`src/rtl/key_input_pkg.sv`:
```
// Shared types and sizing helpers for the pushbutton input front end.
// Imported by key_channel and key_input.
package key_input_pkg;

    // Per-key press tracking: not pressed, pressed, pressed long enough.
    typedef enum logic [1:0] {
        IDLE = 2'd0,
        HELD = 2'd1,
        LONG = 2'd2
    } key_state_t;

    // Bits needed for a counter that runs 0 .. n-1 (at least one bit).
    function automatic int cnt_width(input int n);
        return (n > 1) ? $clog2(n) : 1;
    endfunction

    // Debounce counter width.
    function automatic int db_cnt_width(input int debounce_cycles);
        return cnt_width(debounce_cycles);
    endfunction

    // Hold counter width.
    function automatic int hold_cnt_width(input int long_cycles);
        return cnt_width(long_cycles);
    endfunction

endpackage

```
`src/rtl/key_channel.sv`:
```
// One key: synchronizer, polarity normalisation, debounce and press FSM.
// All outputs come straight from flops.
module key_channel
    import key_input_pkg::*;
#(
    parameter bit ACTIVE_LOW      = 1'b1,
    parameter int DEBOUNCE_CYCLES = 500000,
    parameter int LONG_CYCLES     = 50000000
) (
    input  logic clk,
    input  logic rst_n,
    input  logic key_raw_i,
    output logic level_o,
    output logic press_o,
    output logic release_o,
    output logic long_o
);

    localparam int DBW = db_cnt_width(DEBOUNCE_CYCLES);
    localparam int HW  = hold_cnt_width(LONG_CYCLES);

    localparam logic [DBW-1:0] DB_LAST   = DBW'(DEBOUNCE_CYCLES - 1);
    localparam logic [HW-1:0]  HOLD_LAST = HW'(LONG_CYCLES - 1);

    // Raw pin level that means "not pressed".
    localparam logic IDLE_RAW = ACTIVE_LOW;

    logic           sync0_q;
    logic           sync1_q;
    logic           pressed_q;

    logic           level_q;
    logic           level_d;
    logic [DBW-1:0] db_cnt_q;
    logic [DBW-1:0] db_cnt_d;
    logic           accept;

    key_state_t     state_q;
    key_state_t     state_d;
    logic [HW-1:0]  hold_cnt_q;
    logic [HW-1:0]  hold_cnt_d;
    logic           press_q;
    logic           press_d;
    logic           release_q;
    logic           release_d;
    logic           long_q;
    logic           long_d;

    logic           accept_press;
    logic           accept_release;

    // Bring the pin into the clock domain and normalise to 1 = pressed.
    always_ff @(posedge clk or negedge rst_n) begin
        if (!rst_n) begin
            sync0_q   <= IDLE_RAW;
            sync1_q   <= IDLE_RAW;
            pressed_q <= 1'b0;
        end else begin
            sync0_q   <= key_raw_i;
            sync1_q   <= sync0_q;
            pressed_q <= sync1_q ^ ACTIVE_LOW;
        end
    end

    // Accept a level change only after it has differed for the full window.
    always_comb begin
        level_d  = level_q;
        db_cnt_d = '0;
        accept   = 1'b0;
        if (pressed_q != level_q) begin
            if (db_cnt_q == DB_LAST) begin
                level_d = ~level_q;
                accept  = 1'b1;
            end else begin
                db_cnt_d = db_cnt_q + 1'b1;
            end
        end
    end

    assign accept_press   = accept & ~level_q;
    assign accept_release = accept &  level_q;

    // Press tracking: emit press/release on accepted edges, long once per press.
    always_comb begin
        state_d    = state_q;
        hold_cnt_d = hold_cnt_q;
        press_d    = 1'b0;
        release_d  = 1'b0;
        long_d     = 1'b0;
        unique case (state_q)
            IDLE: begin
                if (accept_press) begin
                    state_d    = HELD;
                    hold_cnt_d = '0;
                    press_d    = 1'b1;
                end
            end
            HELD: begin
                if (accept_release) begin
                    state_d   = IDLE;
                    release_d = 1'b1;
                end else if (hold_cnt_q == HOLD_LAST) begin
                    state_d = LONG;
                    long_d  = 1'b1;
                end else begin
                    hold_cnt_d = hold_cnt_q + 1'b1;
                end
            end
            LONG: begin
                if (accept_release) begin
                    state_d   = IDLE;
                    release_d = 1'b1;
                end
            end
            default: begin
                state_d    = IDLE;
                hold_cnt_d = '0;
            end
        endcase
    end

    // Debounce and FSM state registers, plus the registered event pulses.
    always_ff @(posedge clk or negedge rst_n) begin
        if (!rst_n) begin
            level_q    <= 1'b0;
            db_cnt_q   <= '0;
            state_q    <= IDLE;
            hold_cnt_q <= '0;
            press_q    <= 1'b0;
            release_q  <= 1'b0;
            long_q     <= 1'b0;
        end else begin
            level_q    <= level_d;
            db_cnt_q   <= db_cnt_d;
            state_q    <= state_d;
            hold_cnt_q <= hold_cnt_d;
            press_q    <= press_d;
            release_q  <= release_d;
            long_q     <= long_d;
        end
    end

    assign level_o   = level_q;
    assign press_o   = press_q;
    assign release_o = release_q;
    assign long_o    = long_q;

endmodule

```
`src/rtl/key_input.sv`:
```
// Pushbutton front end: one independent debounce channel per key pin.
// Produces debounced levels and press/release/long-press pulses.
module key_input
    import key_input_pkg::*;
#(
    parameter int KEY_WIDTH       = 4,
    parameter bit ACTIVE_LOW      = 1'b1,
    parameter int DEBOUNCE_CYCLES = 500000,
    parameter int LONG_CYCLES     = 50000000
) (
    input  logic                 clk,
    input  logic                 rst_n,
    input  logic [KEY_WIDTH-1:0] KEY,
    output logic [KEY_WIDTH-1:0] key_level,
    output logic [KEY_WIDTH-1:0] key_press,
    output logic [KEY_WIDTH-1:0] key_release,
    output logic [KEY_WIDTH-1:0] key_long
);

    if (DEBOUNCE_CYCLES < 2) begin : g_bad_debounce
        $error("key_input: DEBOUNCE_CYCLES must be at least 2");
    end

    if (LONG_CYCLES <= DEBOUNCE_CYCLES) begin : g_bad_long
        $error("key_input: LONG_CYCLES must exceed DEBOUNCE_CYCLES");
    end

    for (genvar k = 0; k < KEY_WIDTH; k++) begin : g_key
        key_channel #(
            .ACTIVE_LOW      (ACTIVE_LOW),
            .DEBOUNCE_CYCLES (DEBOUNCE_CYCLES),
            .LONG_CYCLES     (LONG_CYCLES)
        ) u_channel (
            .clk       (clk),
            .rst_n     (rst_n),
            .key_raw_i (KEY[k]),
            .level_o   (key_level[k]),
            .press_o   (key_press[k]),
            .release_o (key_release[k]),
            .long_o    (key_long[k])
        );
    end

endmodule

```
`config.mk`:
```
export PLATFORM = sky130hd
export DESIGN_NAME = key_input
export DESIGN_NICKNAME = d
export VERILOG_FILES = /design/src/rtl/key_input_pkg.sv /design/src/rtl/key_channel.sv /design/src/rtl/key_input.sv
export SDC_FILE = /design/constraint.sdc
export NUM_CORES = 1
export LEC_CHECK = 0
export BUFFER_PORTS_ARGS = -buffer_cell sky130_fd_sc_hd__buf_2
export CORE_MARGIN = 8
export CORE_UTILIZATION = 55
export CTS_BUF_LIST = sky130_fd_sc_hd__clkbuf_4 sky130_fd_sc_hd__clkbuf_8 sky130_fd_sc_hd__clkbuf_16
export CTS_CLUSTER_SIZE = 25
export DETAILED_ROUTE_END_ITERATION = 16
export PLACE_DENSITY = 0.74
export SETUP_SLACK_MARGIN = 0.3
export SYNTH_ARGS = -nofsm -noshare
export SYNTH_HDL_FRONTEND = slang
export SYNTH_SLANG_ARGS = --single-unit
```
`constraint.sdc`:
```
create_clock -name clk -period 2.4 [get_ports clk]
set_clock_uncertainty 0.2 [all_clocks]
set_input_delay 0.48 -clock clk [delete_from_list [all_inputs] [get_ports clk]]
set_output_delay 0.48 -clock clk [all_outputs]
set_load 0.01 [all_outputs]
```
* Word-level counts from Yosys, hierarchy flattened *
Cells that the tools add are included.

word-level totals
  bits in registers = 216
  input port bits = 6
  output and inout bits = 16
  logic and storage cells = 208

cells by class
  $add $sub $neg = 8
  equal/unequal tests = 40
  mux-type cells = 80
  bitwise operators = 20
  reductions and logical operators = 20

operators with widths
  kind                     count
  $mux W26                 12
  $pmux W26 S3             4
  $mux W19                 8
  $add A26 B1 Y26 const B  4
  $eq A26 B26 Y1 const B   4
  $add A19 B1 Y19 const B  4
  $eq A19 B19 Y1 const B   4
  $mux W1                  36
  $mux W2                  16
  $pmux W2 S3              4
  $ne A2 B1 Y1 const B     8
  $ne A2 B2 Y1 const B     8
  $reduce_and A4 Y1        4
  $ne A3 B1 Y1 const B     4
  $not A1 Y1               12
  $reduce_and A3 Y1        4
  $and A1 B1 Y1            8
  $eq A2 B1 Y1 const B     4
  $eq A2 B2 Y1 const B     4
  $logic_not A2 Y1         4
  $reduce_and A2 Y1        4
  $reduce_or A2 Y1         4
  $ne A1 B1 Y1             4

* Logic depth before layout (Yosys ltp) *
Gate-level depths: netlist (run 1).

  depth in word-level cells = 6
  gate-level depth with buffers = 10
  gate-level depth less buffers = 8

* Cells and area by module *
From an unflattened synthesis (run 1), not the netlist that was laid out.

unflattened totals
  cells, all modules = 1288
  area, all modules = 12117.9 um2

by module, submodules not included
  module                            instances  cells an instance  area an instance (um2)
  key_channel (g_key[3].u_channel)  1          345                3225.6
  key_channel (g_key[0].u_channel)  1          315                2982.9
  key_channel (g_key[1].u_channel)  1          316                2964.1
  key_channel (g_key[2].u_channel)  1          312                2945.3

* Least setup slack after synthesis (run 1) *
No wires, ideal clock.

  kind = flip-flop to flip-flop
  start = reg g_key[3].u_channel.db_cnt_q[0]
  end = reg g_key[3].u_channel.hold_cnt_q[9]
  setup time = 0.116 ns
  arrival time = 2.235 ns
  required time = 2.084 ns
  slack = -0.151 ns
  cell stages (with the launch flop) = 11
  path buffers = 3
  clock period less this slack = 2.551 ns
  cell sequence = dfrtp_1 ha_1 and3_1 clkbuf_1 and3_1 a2bb2oi_1 and3_1 clkbuf_1 buf_2 nand3_1 o311ai_0

on the way
  longest elaborated chain between the ends = 6

RTL lines
  what                                                                  RTL line                              RTL
  start, declared                                                       key_channel.sv:34                     logic [DBW-1:0] db_cnt_q;
  start signal, assigned                                                key_channel.sv:134                    db_cnt_q <= db_cnt_d;
  $eq A19 B19 Y1 *                                                      key_channel.sv:71                     if (db_cnt_q == DB_LAST) begin
  $mux W1 *                                                             key_channel.sv:71
  $mux W1 *                                                             key_channel.sv:70                     if (pressed_q != level_q) begin
  $and A1 B1 Y1 (on tied branches)                                      key_channel.sv:81, key_channel.sv:80
  $ne A2 B2 Y1 (no source line) / $ne A2 B1 Y1 (equally long branches)  --
  $reduce_and A4 Y1 (no source line) *                                  --
  end signal, assigned                                                  key_channel.sv:136                    hold_cnt_q <= hold_cnt_d;
  end, declared                                                         key_channel.sv:40                     logic [HW-1:0] hold_cnt_q;

Mark *: on every way between the ends. The rest lies on a longest branch, timed or not.
A chain may end at the register's enable or synchronous reset.

* Worst setup path in the final report (run 1) *
  start = reg g_key[2].u_channel.db_cnt_q[11]
  end = reg g_key[2].u_channel.hold_cnt_q[1]

on the way
  longest elaborated chain between the ends = 6

RTL lines
  what                                                                  RTL line
  start, declared                                                       key_channel.sv:34
  start signal, assigned                                                key_channel.sv:134
  $eq A19 B19 Y1 *                                                      key_channel.sv:71
  $mux W1 *                                                             key_channel.sv:71
  $mux W1 *                                                             key_channel.sv:70
  $and A1 B1 Y1 (on tied branches)                                      key_channel.sv:81, key_channel.sv:80
  $ne A2 B2 Y1 (no source line) / $ne A2 B1 Y1 (equally long branches)  --
  $reduce_and A4 Y1 (no source line) *                                  --
  end signal, assigned                                                  key_channel.sv:136
  end, declared                                                         key_channel.sv:40

Marked as above.

==> results.yml, run 1 <==
run_status:
  run_status: "complete, but fails checks"
  failed_checks: "setup timing"
power_and_ir_drop:
  peakVddDrop_mv: 0.609
  power.leakage_nw: 7.17
  power.density_nw_per_um2: 451
  total_power_mw: 7.89
sta:
  final_max_slew_viol_count: 0
  max_slew.worst_pin.slew_ns: 0.664
  setup-violations-final: 44
  fin_crit_sh_pct: 109
  worst_slack_ns: -0.219
  timing.slew.headroom_pct: 55.6
  final_hold_viol_count: 0
  max_clock_freq_mhz: 382
  post-route-min-period_ns: 2.62
  final.hold.worst_slack_ns: 0.155
  grt_setup_unrepaired: "yes"
floorplan:
  floorplan.initialDensity_pct: 55.8
  i_o_pins: 22
  core_region_area_um2: 21000
  dieWidth_um: 162
  fp.dieH_um: 162
  placement_rows: 53
  floorplan.die_area_um2: 26200
synthesis:
  yosys.area.top_type_share_pct: 44.5
  synth_top_flop_cell: "dfrtp_1"
  yosys.area_share.xor_xnor_pct: 4.42
  dominant_combinational_cell_family_by_area_after_synthesis: "simple AND/OR/NAND/NOR gates"
  synth_edf_count: 0
  synth-compound-area-share_pct: 13.4
  postSynth.asyncResetShare_pct: 100
  netlist_instances: 1303
  synth.avg_cell_area_um2: 8.97
  synth.net_count: 1329
  synth_simple_gate_area_share_pct: 28.7
  netlist-cell-type-count: 72
  ys_ff_latch: 216
  synth_mux_area_share_pct: 0.728
  syn_area_um2: 11700
  yosys_warnings: 0
  synth_sequential_area_ratio_pct: 46.3
  post_synth_main_area_contributors: "dfrtp_1, nand3_1, nor2_1"
  synth-adder-area-share_pct: 2.14
  synthDominantAreaCellType: "dfrtp_1"
routing:
  wire_per_inst_um: 21.9
  number_of_nets_with_antenna_violations_after_routing: 0
  via_count: 12200
  post_drt_via_cell_ratio: 6.56
  remaining_drc_errors: 0
  dr.first_iter.drc_count: 1096
  initial_drt_pass_iterations: 5
  wl_final_mm: 40.6
layout:
  fin_area_um2: 17500
  layout.cells.most_common_list: "dfrtp_1, buf_4, nand2_1"
  final_net_count: 1587
  regArea_um2: 5430
  synth_to_final_area_change_pct: 49.6
  fin_util_pct: 83.4
  number_of_antenna_cells_inserted: 0
  fillers: 1039
  post_route_cells_drive_above_1_share_pct: 42.2
  multiInputGateArea_um2: 8000
  layout.cells.most_common: "dfrtp_1"
worst_setup_path:
  timing_worst_setup_path_type: "reg2reg"
  critical_path_end_type: "flop"
  crit_fanout: 6
  critPathMostFrequentCell: "buf_6"
  slowest_delay_ns: 0.55
  crit_chain: "or4_4 > nor3_4 > buf_4 > buf_6 > a31o_4 > o21ai_4 > buf_12 > buf_6 > buf_8 > a22o_1"
  worst_path_max_delay_cell: "or4_4"
  setup.worst_path.start_class: "flop"
  cp_data_required_time_ns: 2.63
  arrival_ns: 2.85
cts:
  cts_tree: "yes"
  clk-insertion-delay-late_ns: 0.54
  cts-root-buf: "clkbuf_16"
  cts_sinks: 216
  cts.clk_slew.worst_paths_ns: 0.06
  clock_tree.buffer_depth: 3
  clock_buffers_created_by_tritoncts: 25
  clock_tree.htree_level_count: 1
placement:
  hpwlAfterDp_mm: 18.4
  port_buffers: 21
  gp_routability_congestion: 0.845
  placed_cell_area_um2: 13400
grt:
  grt_pass1_vias: 11300
  globalRouteTotalUtil_pct: 24.3
  antenna_found_initial: 0
  globalRouteOverflowTotal: 0
  grt_start_max_net_pins: 83
  grt_first_pass_wirelength_mm: 54.4
job:
  cap_viol_max_count: 0
min_path:
  worst_min_delay_path_class: "reg2reg"
final timing paths:
| path | slack (ns) | from | endpoint | cells after the start |
|---|---|---|---|---|
| hold / removal | 0.15 | g_key[1].u_channel.sync0_q | g_key[1].u_channel.sync1_q | 0 |
| setup / recovery | -0.22 | g_key[2].u_channel.db_cnt_q[11] | g_key[2].u_channel.hold_cnt_q[1] | 10 |
| setup reg to reg | -0.22 | g_key[2].u_channel.db_cnt_q[11] | g_key[2].u_channel.hold_cnt_q[1] | 10 |
| max in group asynchronous | 0.96 | rst_n | g_key[1].u_channel.sync0_q | 3 |
| min in group asynchronous | 0.21 | rst_n | g_key[3].u_channel.state_q[0] | 2 |
| hold reg to reg | 0.15 | g_key[1].u_channel.sync0_q | g_key[1].u_channel.sync1_q | 0 |
critical path: cells and delay by family (launching register included):
kind	cells	cell delay [ns]
AND/OR/NAND/NOR	2	0.78
flip-flops	1	0.40
buffers and inverters	5	0.68
AO/OA/AOI/OAI	3	0.45
cell type report:
cell class	count	area share [%]
clock buffer	40	4.44
clock inverter	6	0.480
inverter	54	1.16
multi-input combinational	984	45.8
sequential	216	31.1
tap	275	1.97
timing repair buffer	280	15.1
registers in the layout (all words and copies together) (netlist names):
register and flops:
g_key.u_channel.state_q 8, g_key.u_channel.hold_cnt_q 104, g_key.u_channel.pressed_q 4, g_key.u_channel.sync0_q 4, g_key.u_channel.level_o 4, g_key.u_channel.long_o 4, g_key.u_channel.sync1_q 4, g_key.u_channel.press_o 4
g_key.u_channel.release_o 4, g_key.u_channel.db_cnt_q 76
power breakdown:
| group | leakage (nW) | switching (mW) | internal (mW) |
|---|---|---|---|
| registers | 2.96 | 0.0234 | 3.67 |
| logic | 3.78 | 0.141 | 0.0724 |
| clock network | 0.437 | 1.55 | 2.43 |
synthesized netlist by cell type (all sizes together), types with 6 or more instances:
master  number
a21o        13
a21oi       59
a31oi       20
and2         9
and3        35
and4         9
buf         29
clkbuf      28
dfrtp      208
dfstp        8
ha          20
inv         54
nand2      120
nand2b      13
nand3      100
nand4       42
nand4b       8
nor2       128
nor2b       10
nor3        47
nor4        29
nor4b        6
nor4bb       6
o211ai       8
o21ai       87
o311ai      12
o31a         8
o31ai       11
or3         39
or4         13
xnor2       30
xor2        29
through the flow:
stage          TNS (ns)  std cells  setup WS [ns]
2_1_floorplan    -0.172       1303        -0.0751
4_1_cts          -0.179       1799        -0.0289
5_1_grt           -8.49       1855         -0.233
3_3_place_gp     -0.143       1675        -0.0396
3_5_place_dp     -0.735       1675         -0.146
6_report          -5.08       1855         -0.219
cell families after synthesis:
group,count (synthesis)
mux,8
flops,216
buf+inv,111
simple gates,635
xor+xnor,59
compound gates,254
fa+ha+maj,20
metal layers:
metal  routed length [um]  vias to the layer above  global-route usage (%)
met5                    0                        -                       0
met4                 2050                        0                    8.33
met3                 2490                      194                    3.16
met2                20600                      670                    42.4
met1                15500                     6029                    30.8
li1                     -                     5281                       -
what timing repair did:
item | in CTS | in global routing
setup buffers | 61 | 47
gates cloned | 12 | 9
hold buffers | 5 | 0
gates resized for setup | 214 | 266
endpoints found under the hold margin | 96 | 0
endpoints found under the setup margin | 136 | 174
pin swaps | 122 | 115
(Power assumes the default switching activity.)
==> run 2: changes to the inputs <==
BUFFER_PORTS_ARGS = -buffer_cell sky130_fd_sc_hd__buf_4   (was -buffer_cell sky130_fd_sc_hd__buf_2)
==> run 2 against run 1 <==
- the flow still finishes with violations (setup timing)
- setup slack better by 0.10 ns
- combinational power fell by 6%
- fmax rose by 4.0%
- routed wire length fell by 11%
- critical path depth shrank 2
==> results.yml, run 2 (synthesis results as in run 1) <==
worst_setup_path:
  worst_path_max_delay_cell: "or4_4"
  r2r.worst_path.cells: 8
  arrival_ns: 2.72
  slowest_delay_ns: 0.55
  critical_path_end_type: "flop"
  rr_endpoint: "g_key[2].u_channel.hold_cnt_q[19]"
  setup.worst_path.start_class: "flop"
  crit_fanout: 24
  worstPathBufferInverterCount: 2
  crit_path_leading_delay_family: "simple AND/OR/NAND/NOR gates"
  crit_chain: "or4_4 > nor3_4 > buf_4 > a31o_2 > o21ai_2 > buf_12 > o21ai_0 > o21ai_1"
  register_to_register_setup_slack_ns: -0.12
  cp_data_required_time_ns: 2.60
  rr_startpoint: "g_key[2].u_channel.db_cnt_q[11]"
  timing_worst_setup_path_type: "reg2reg"
layout:
  post_route_cells_drive_above_1_share_pct: 38.3
  fin_area_um2: 16800
  layout_top_registers: "g_key.u_channel.hold_cnt_q x104, g_key.u_channel.db_cnt_q x76, g_key.u_channel.state_q x8"
  layout.cells.most_common: "dfrtp_1"
  final_net_count: 1571
  number_of_flip_flops_in_the_largest_register: 104
  register_with_the_most_flip_flops: "g_key.u_channel.hold_cnt_q"
  layout.cells.most_common_list: "dfrtp_1, buf_4, nor2_1"
  number_of_antenna_cells_inserted: 0
  synth_to_final_area_change_pct: 43.9
min_path:
  worst_hold_path.num_cells: 0
  hold_path_startpoint: "g_key[3].u_channel.sync0_q"
  hold-path-endpoint: "g_key[3].u_channel.sync1_q"
  worst_min_delay_path_class: "reg2reg"
sta:
  max_clock_freq_mhz: 397
  max_slew.worst_pin.slew_ns: 0.685
  final_max_slew_viol_count: 0
  timing.slew.headroom_pct: 54.0
  worst_slack_ns: -0.119
  grt_setup_unrepaired: "yes"
  setup-violations-final: 26
  post-route-min-period_ns: 2.52
  final_hold_viol_count: 0
  fin_crit_sh_pct: 105
floorplan:
  core_region_area_um2: 21000
  i_o_pins: 22
  placement_rows: 53
  fp.dieH_um: 162
  floorplan.initialDensity_pct: 55.8
  dieWidth_um: 162
  floorplan.die_area_um2: 26200
cts:
  clock_tree.htree_level_count: 1
  cts.clk_slew.worst_paths_ns: 0.06
  cts_tree: "yes"
  clock_buffers_created_by_tritoncts: 24
  clock_tree.buffer_depth: 3
  clk-insertion-delay-late_ns: 0.53
  cts-root-buf: "clkbuf_16"
  cts_sinks: 216
job:
  cap_viol_max_count: 0
power_and_ir_drop:
  total_switching_power_mw: 1.69
  internal_power_mw: 5.91
  power.density_nw_per_um2: 452
  combinationalPowerShare_pct: 2.6
  seq_power_share_pct: 48.7
  peakVddDrop_mv: 0.525
  power.leakage_nw: 6.99
  power.clock.fraction_pct: 48.7
  total_power_mw: 7.59
  switching_power_as_a_share_of_total_power_pct: 22.2
routing:
  initial_drt_pass_iterations: 6
  dr.first_iter.drc_count: 831
  post_drt_via_cell_ratio: 6.32
  via_count: 11600
  wl_final_mm: 36.2
  wire_per_inst_um: 19.7
  number_of_nets_with_antenna_violations_after_routing: 0
  remaining_drc_errors: 0
placement:
  placed_cell_area_um2: 13500
  hpwlAfterDp_mm: 18.9
  gp_routability_congestion: 0.862
  port_buffers: 21
grt:
  globalRouteOverflowTotal: 0
  grt_pass1_vias: 11300
  grt_start_max_net_pins: 54
  antenna_found_initial: 0
  globalRouteTotalUtil_pct: 24.4
  grt_first_pass_wirelength_mm: 54.3
run_status:
  failed_checks: "setup timing"
  run_status: "complete, but fails checks"
## run 2: changes by cell type in the layout (fill, tap and decap cells not counted), moves of 6 or more
cell / before / now
buf_6: 57 / 48
dfrtp_1: 198 / 204
nor2_1: 95 / 109
buf_2: 20 / 0
o21ai_1: 37 / 47
o21ai_0: 15 / 22
o21ai_2: 27 / 15
nor4_1: 9 / 15
buf_4: 170 / 194
o21ai_4: 10 / 4
dfrtp_2: 10 / 4
nor2_4: 29 / 14
## run 2: metal layers
| metal | global-route usage, % | wire (um) |
|---|---|---|
| met1 | 30.4 | 13900 |
| met2 | 42.6 | 18500 |
| met3 | 3.47 | 2160 |
| met4 | 8.59 | 1660 |
| met5 | 0 | 0 |
## run 2: worst max-delay path by stage
stage | startpoint | to | slack [ns] | cells after the start
after CTS | g_key[2].u_channel.db_cnt_q[11] | g_key[2].u_channel.hold_cnt_q[17] | -0.07 | 6
after global routing | g_key[0].u_channel.hold_cnt_q[1] | g_key[0].u_channel.hold_cnt_q[14] | -0.22 | 9
after floorplan | g_key[2].u_channel.db_cnt_q[11] | g_key[2].u_channel.hold_cnt_q[17] | -0.08 | 7
after global placement | g_key[2].u_channel.db_cnt_q[11] | g_key[2].u_channel.hold_cnt_q[17] | -0.11 | 6
after detailed placement | g_key[2].u_channel.db_cnt_q[11] | g_key[2].u_channel.hold_cnt_q[12] | -0.20 | 6
final | g_key[2].u_channel.db_cnt_q[11] | g_key[2].u_channel.hold_cnt_q[19] | -0.12 | 8
## run 2: through the flow
| stage | util [%] | hold slack, ns | cells | TNS (ns) | setup WS (ns) |
|---|---|---|---|---|---|
| after global routing | 80.2 | 0.153 | 1838 | -5.74 | -0.224 |
| after floorplan | - | -0.0156 | 1303 | -0.172 | -0.0751 |
| final | 80.2 | 0.149 | 1838 | -1.23 | -0.119 |
| after global placement | 64.6 | 0.145 | 1689 | -0.748 | -0.112 |
| after CTS | 75.4 | 0.152 | 1802 | -0.460 | -0.0674 |
| after detailed placement | 64.6 | 0.148 | 1689 | -1.51 | -0.197 |
## run 2: area by class of cell
type	instances	area, um^2
Sequential cell	216	5420
Clock inverter	10	88.8
Fill cell	1218	4140
Tap cell	275	344
Clock buffer	34	707
Multi-Input combinational cell	981	7580
Inverter	54	203
Timing Repair Buffer	268	2470
## run 2: power by group through the flow
stage,registers (mW),clock network [mW],logic [mW]
after floorplan,3.76,0,0.0536
after global placement,3.76,0,0.167
after detailed placement,3.76,0,0.170
after CTS,3.69,3.74,0.192
after global routing,3.70,3.88,0.228
final,3.70,3.70,0.200
## run 2: repair_timing
| item | 4_1_cts | 5_1_grt |
|---|---|---|
| buffers inserted | 54 | 34 |
| hold buffers | 5 | 0 |
| pin swaps | 102 | 84 |
| gates cloned | 10 | 2 |
| resized for setup | 214 | 161 |
| endpoints found under the hold margin | 49 | 0 |
| endpoints found under the setup margin | 134 | 166 |
==> run 3: changes to the inputs <==
CORE_ASPECT_RATIO = 1.2   (was not set)
SYNTH_HIERARCHICAL = 1   (was not set)
==> run 3 against run 2 <==
- the run still ends with setup timing left
- largest cell class unchanged
- highest routed layer unchanged
- clock-buffer cell count shrank 5
- via count decreased by 0.83%
- sequential share of layout area fell by 0.85 points
- critical path type unchanged
- global-route usage decreased by 1.1 points
- worst hold slack better by 0.0079 ns
- synthesized cell count fell by 1.2%
- first-iteration DRC count down 8.5%
==> results.yml, run 3 <==
grt:
  globalRouteTotalUtil_pct: 23.3
  antenna_found_initial: 0
  grt_first_pass_wirelength_mm: 52.8
  grt_pass1_vias: 11300
  globalRouteOverflowTotal: 0
  grt_start_max_net_pins: 64
synthesis:
  postSynth.asyncResetShare_pct: 100
  synth.avg_cell_area_um2: 9.41
  yosys_warnings: 6
  post_synth_main_area_contributors: "dfrtp_1, nor2_1, nand3_1"
  synthDominantAreaCellType: "dfrtp_1"
  yosys-top-cells-count: "dfrtp_1, nor2_1, nand2_1"
  synth_sequential_area_ratio_pct: 44.7
  synth.net_count: 1314
  synth_top_flop_cell: "dfrtp_1"
  synth_edf_count: 0
  yosys.cell_count.top_type: "dfrtp_1"
  netlist-cell-type-count: 89
  syn_area_um2: 12100
  ys_ff_latch: 216
  netlist_instances: 1288
  yosys.area.top_type_share_pct: 43.0
layout:
  layout_top_registers: "g_key.u_channel/hold_cnt_q x104, g_key.u_channel/db_cnt_q x76, g_key.u_channel/state_q x8"
  number_of_flip_flops_in_the_largest_register: 104
  number_of_antenna_cells_inserted: 0
  register_with_the_most_flip_flops: "g_key.u_channel/hold_cnt_q"
  final_net_count: 1574
  post_route_cells_drive_above_1_share_pct: 36.7
  fin_area_um2: 17300
  layout.cells.most_common: "dfrtp_1"
  synth_to_final_area_change_pct: 42.5
  layout.cells.most_common_list: "dfrtp_1, buf_4, nor2_1"
cts:
  clock_tree.buffer_depth: 3
  cts-root-buf: "clkbuf_16"
  cts_sinks: 216
  cts.clk_slew.worst_paths_ns: 0.06
  clk-insertion-delay-late_ns: 0.52
  clock_tree.htree_level_count: 1
  clock_buffers_created_by_tritoncts: 23
  cts_tree: "yes"
worst_setup_path:
  rr_endpoint: "g_key[0].u_channel/hold_cnt_q[6]"
  setup.worst_path.start_class: "flop"
  crit_fanout: 3
  rr_startpoint: "g_key[0].u_channel/hold_cnt_q[18]"
  timing_worst_setup_path_type: "reg2reg"
  worstPathBufferInverterCount: 0
  arrival_ns: 2.91
  register_to_register_setup_slack_ns: -0.31
  critPathMostFrequentCell: "and3_4"
  slowest_delay_ns: 0.56
  crit_path_leading_delay_family: "simple AND/OR/NAND/NOR gates"
  cp_data_required_time_ns: 2.60
  critical_path_end_type: "flop"
  worst_path_max_delay_cell: "or4_4"
  crit_chain: "or4_1 > or4_4 > or3_4 > and3_4 > and3_4 > a211o_1"
  r2r.worst_path.cells: 6
routing:
  remaining_drc_errors: 0
  dr.first_iter.drc_count: 760
  wire_per_inst_um: 19.3
  wl_final_mm: 35.5
  number_of_nets_with_antenna_violations_after_routing: 0
  post_drt_via_cell_ratio: 6.27
  via_count: 11500
  initial_drt_pass_iterations: 5
min_path:
  hold-path-endpoint: "g_key[1].u_channel/sync1_q"
  worst_min_delay_path_class: "reg2reg"
  worst_hold_path.num_cells: 0
  hold_path_startpoint: "g_key[1].u_channel/sync0_q"
sta:
  fin_crit_sh_pct: 113
  final.hold.worst_slack_ns: 0.157
  final_hold_viol_count: 0
  post-route-min-period_ns: 2.71
  grt_setup_unrepaired: "yes"
  max_clock_freq_mhz: 369
  worst_slack_ns: -0.312
  fin_tns_setup_ns: -8.44
  timing.slew.headroom_pct: 43.7
  final_max_slew_viol_count: 0
  setup-violations-final: 72
  max_slew.worst_pin.slew_ns: 0.841
run_status:
  failed_checks: "setup timing"
  run_status: "complete, but fails checks"
power_and_ir_drop:
  power.density_nw_per_um2: 456
  power.leakage_nw: 7.18
  total_switching_power_mw: 1.67
  peakVddDrop_mv: 0.676
  internal_power_mw: 6.21
  seq_power_share_pct: 46.9
  combinationalPowerShare_pct: 3.1
  power.clock.fraction_pct: 50.0
  switching_power_as_a_share_of_total_power_pct: 21.2
placement:
  gp_routability_congestion: 0.844
  port_buffers: 21
  hpwlAfterDp_mm: 18.7
  placed_cell_area_um2: 13900
floorplan:
  core_region_area_um2: 21600
  dieWidth_um: 152
  fp.dieH_um: 179
  placement_rows: 59
  floorplan.die_area_um2: 27100
  i_o_pins: 22
  floorplan.initialDensity_pct: 56.0
job:
  cap_viol_max_count: 0
-- run 3: worst max path at each step --
stage	cells after the start	slack (ns)	end	from
2_1_floorplan	6	-0.25	g_key[0].u_channel/hold_cnt_q[6]	g_key[0].u_channel/hold_cnt_q[18]
3_3_place_gp	6	-0.26	g_key[0].u_channel/hold_cnt_q[6]	g_key[0].u_channel/hold_cnt_q[18]
3_5_place_dp	8	-0.28	g_key[0].u_channel/hold_cnt_q[24]	g_key[0].u_channel/hold_cnt_q[16]
4_1_cts	6	-0.29	g_key[0].u_channel/hold_cnt_q[6]	g_key[0].u_channel/hold_cnt_q[18]
5_1_grt	7	-0.35	g_key[0].u_channel/state_q[1]	g_key[0].u_channel/hold_cnt_q[9]
6_report	6	-0.31	g_key[0].u_channel/hold_cnt_q[6]	g_key[0].u_channel/hold_cnt_q[18]
-- run 3: area by class of cell --
class	instances	area, um^2
clock inverter	12	190
multi-input combinational	984	7820
tap	274	343
inverter	42	161
sequential	216	5420
clock buffer	29	646
fill	1204	4360
timing repair buffer	281	2690
-- run 3: kinds of logic (layout without fill, tap and decap cells) --
kind of cell             Yosys count  count (layout)  share of synthesized area [%]
AO/OA/AOI/OAI                    241             246                           14.2
buffers and inverters             93             364                           3.40
XOR/XNOR                          82              82                           5.93
adder cells (fa/ha/maj)           20              20                           2.07
AND/OR/NAND/NOR                  605             605                           27.1
multiplexers                      31              31                           2.60
flip-flops                       216             216                           44.7
-- run 3: repair_timing --
| action | 4_1_cts | 5_1_grt |
|---|---|---|
| cloned | 11 | 4 |
| setup endpoints to repair | 151 | 184 |
| resized for setup | 169 | 178 |
| hold endpoints to repair | 214 | 0 |
| pin swaps | 104 | 122 |
| hold buffers | 5 | 0 |
| buffers inserted | 46 | 44 |
-- run 3: metal layers --
layer / share of wire (%) / global-route usage (%) / routed length, um
met1: 40 / 27.6 / 14100
met2: 52 / 41.8 / 18300
met3: 4.7 / 2.94 / 1660
met4: 3.8 / 9.53 / 1350
met5: 0 / 0 / 0
-- run 3: power groups by stage --
stage	Combinational (mW)	Clock [mW]	Sequential, mW
floorplan	0.0540	0	3.76
global placement	0.178	0	3.76
detailed placement	0.181	0	3.76
CTS	0.212	4.00	3.69
global route	0.276	4.13	3.70
finish	0.246	3.94	3.70
-- run 3: through the flow --
stage,utilization (%),instances,power (mW),setup WS (ns)
after floorplan,-,1288,3.81,-0.254
after global placement,64.3,1687,3.94,-0.258
after detailed placement,64.3,1687,3.94,-0.283
after CTS,74.4,1790,7.90,-0.292
after global routing,79.9,1838,8.11,-0.351
final,79.9,1838,7.88,-0.312
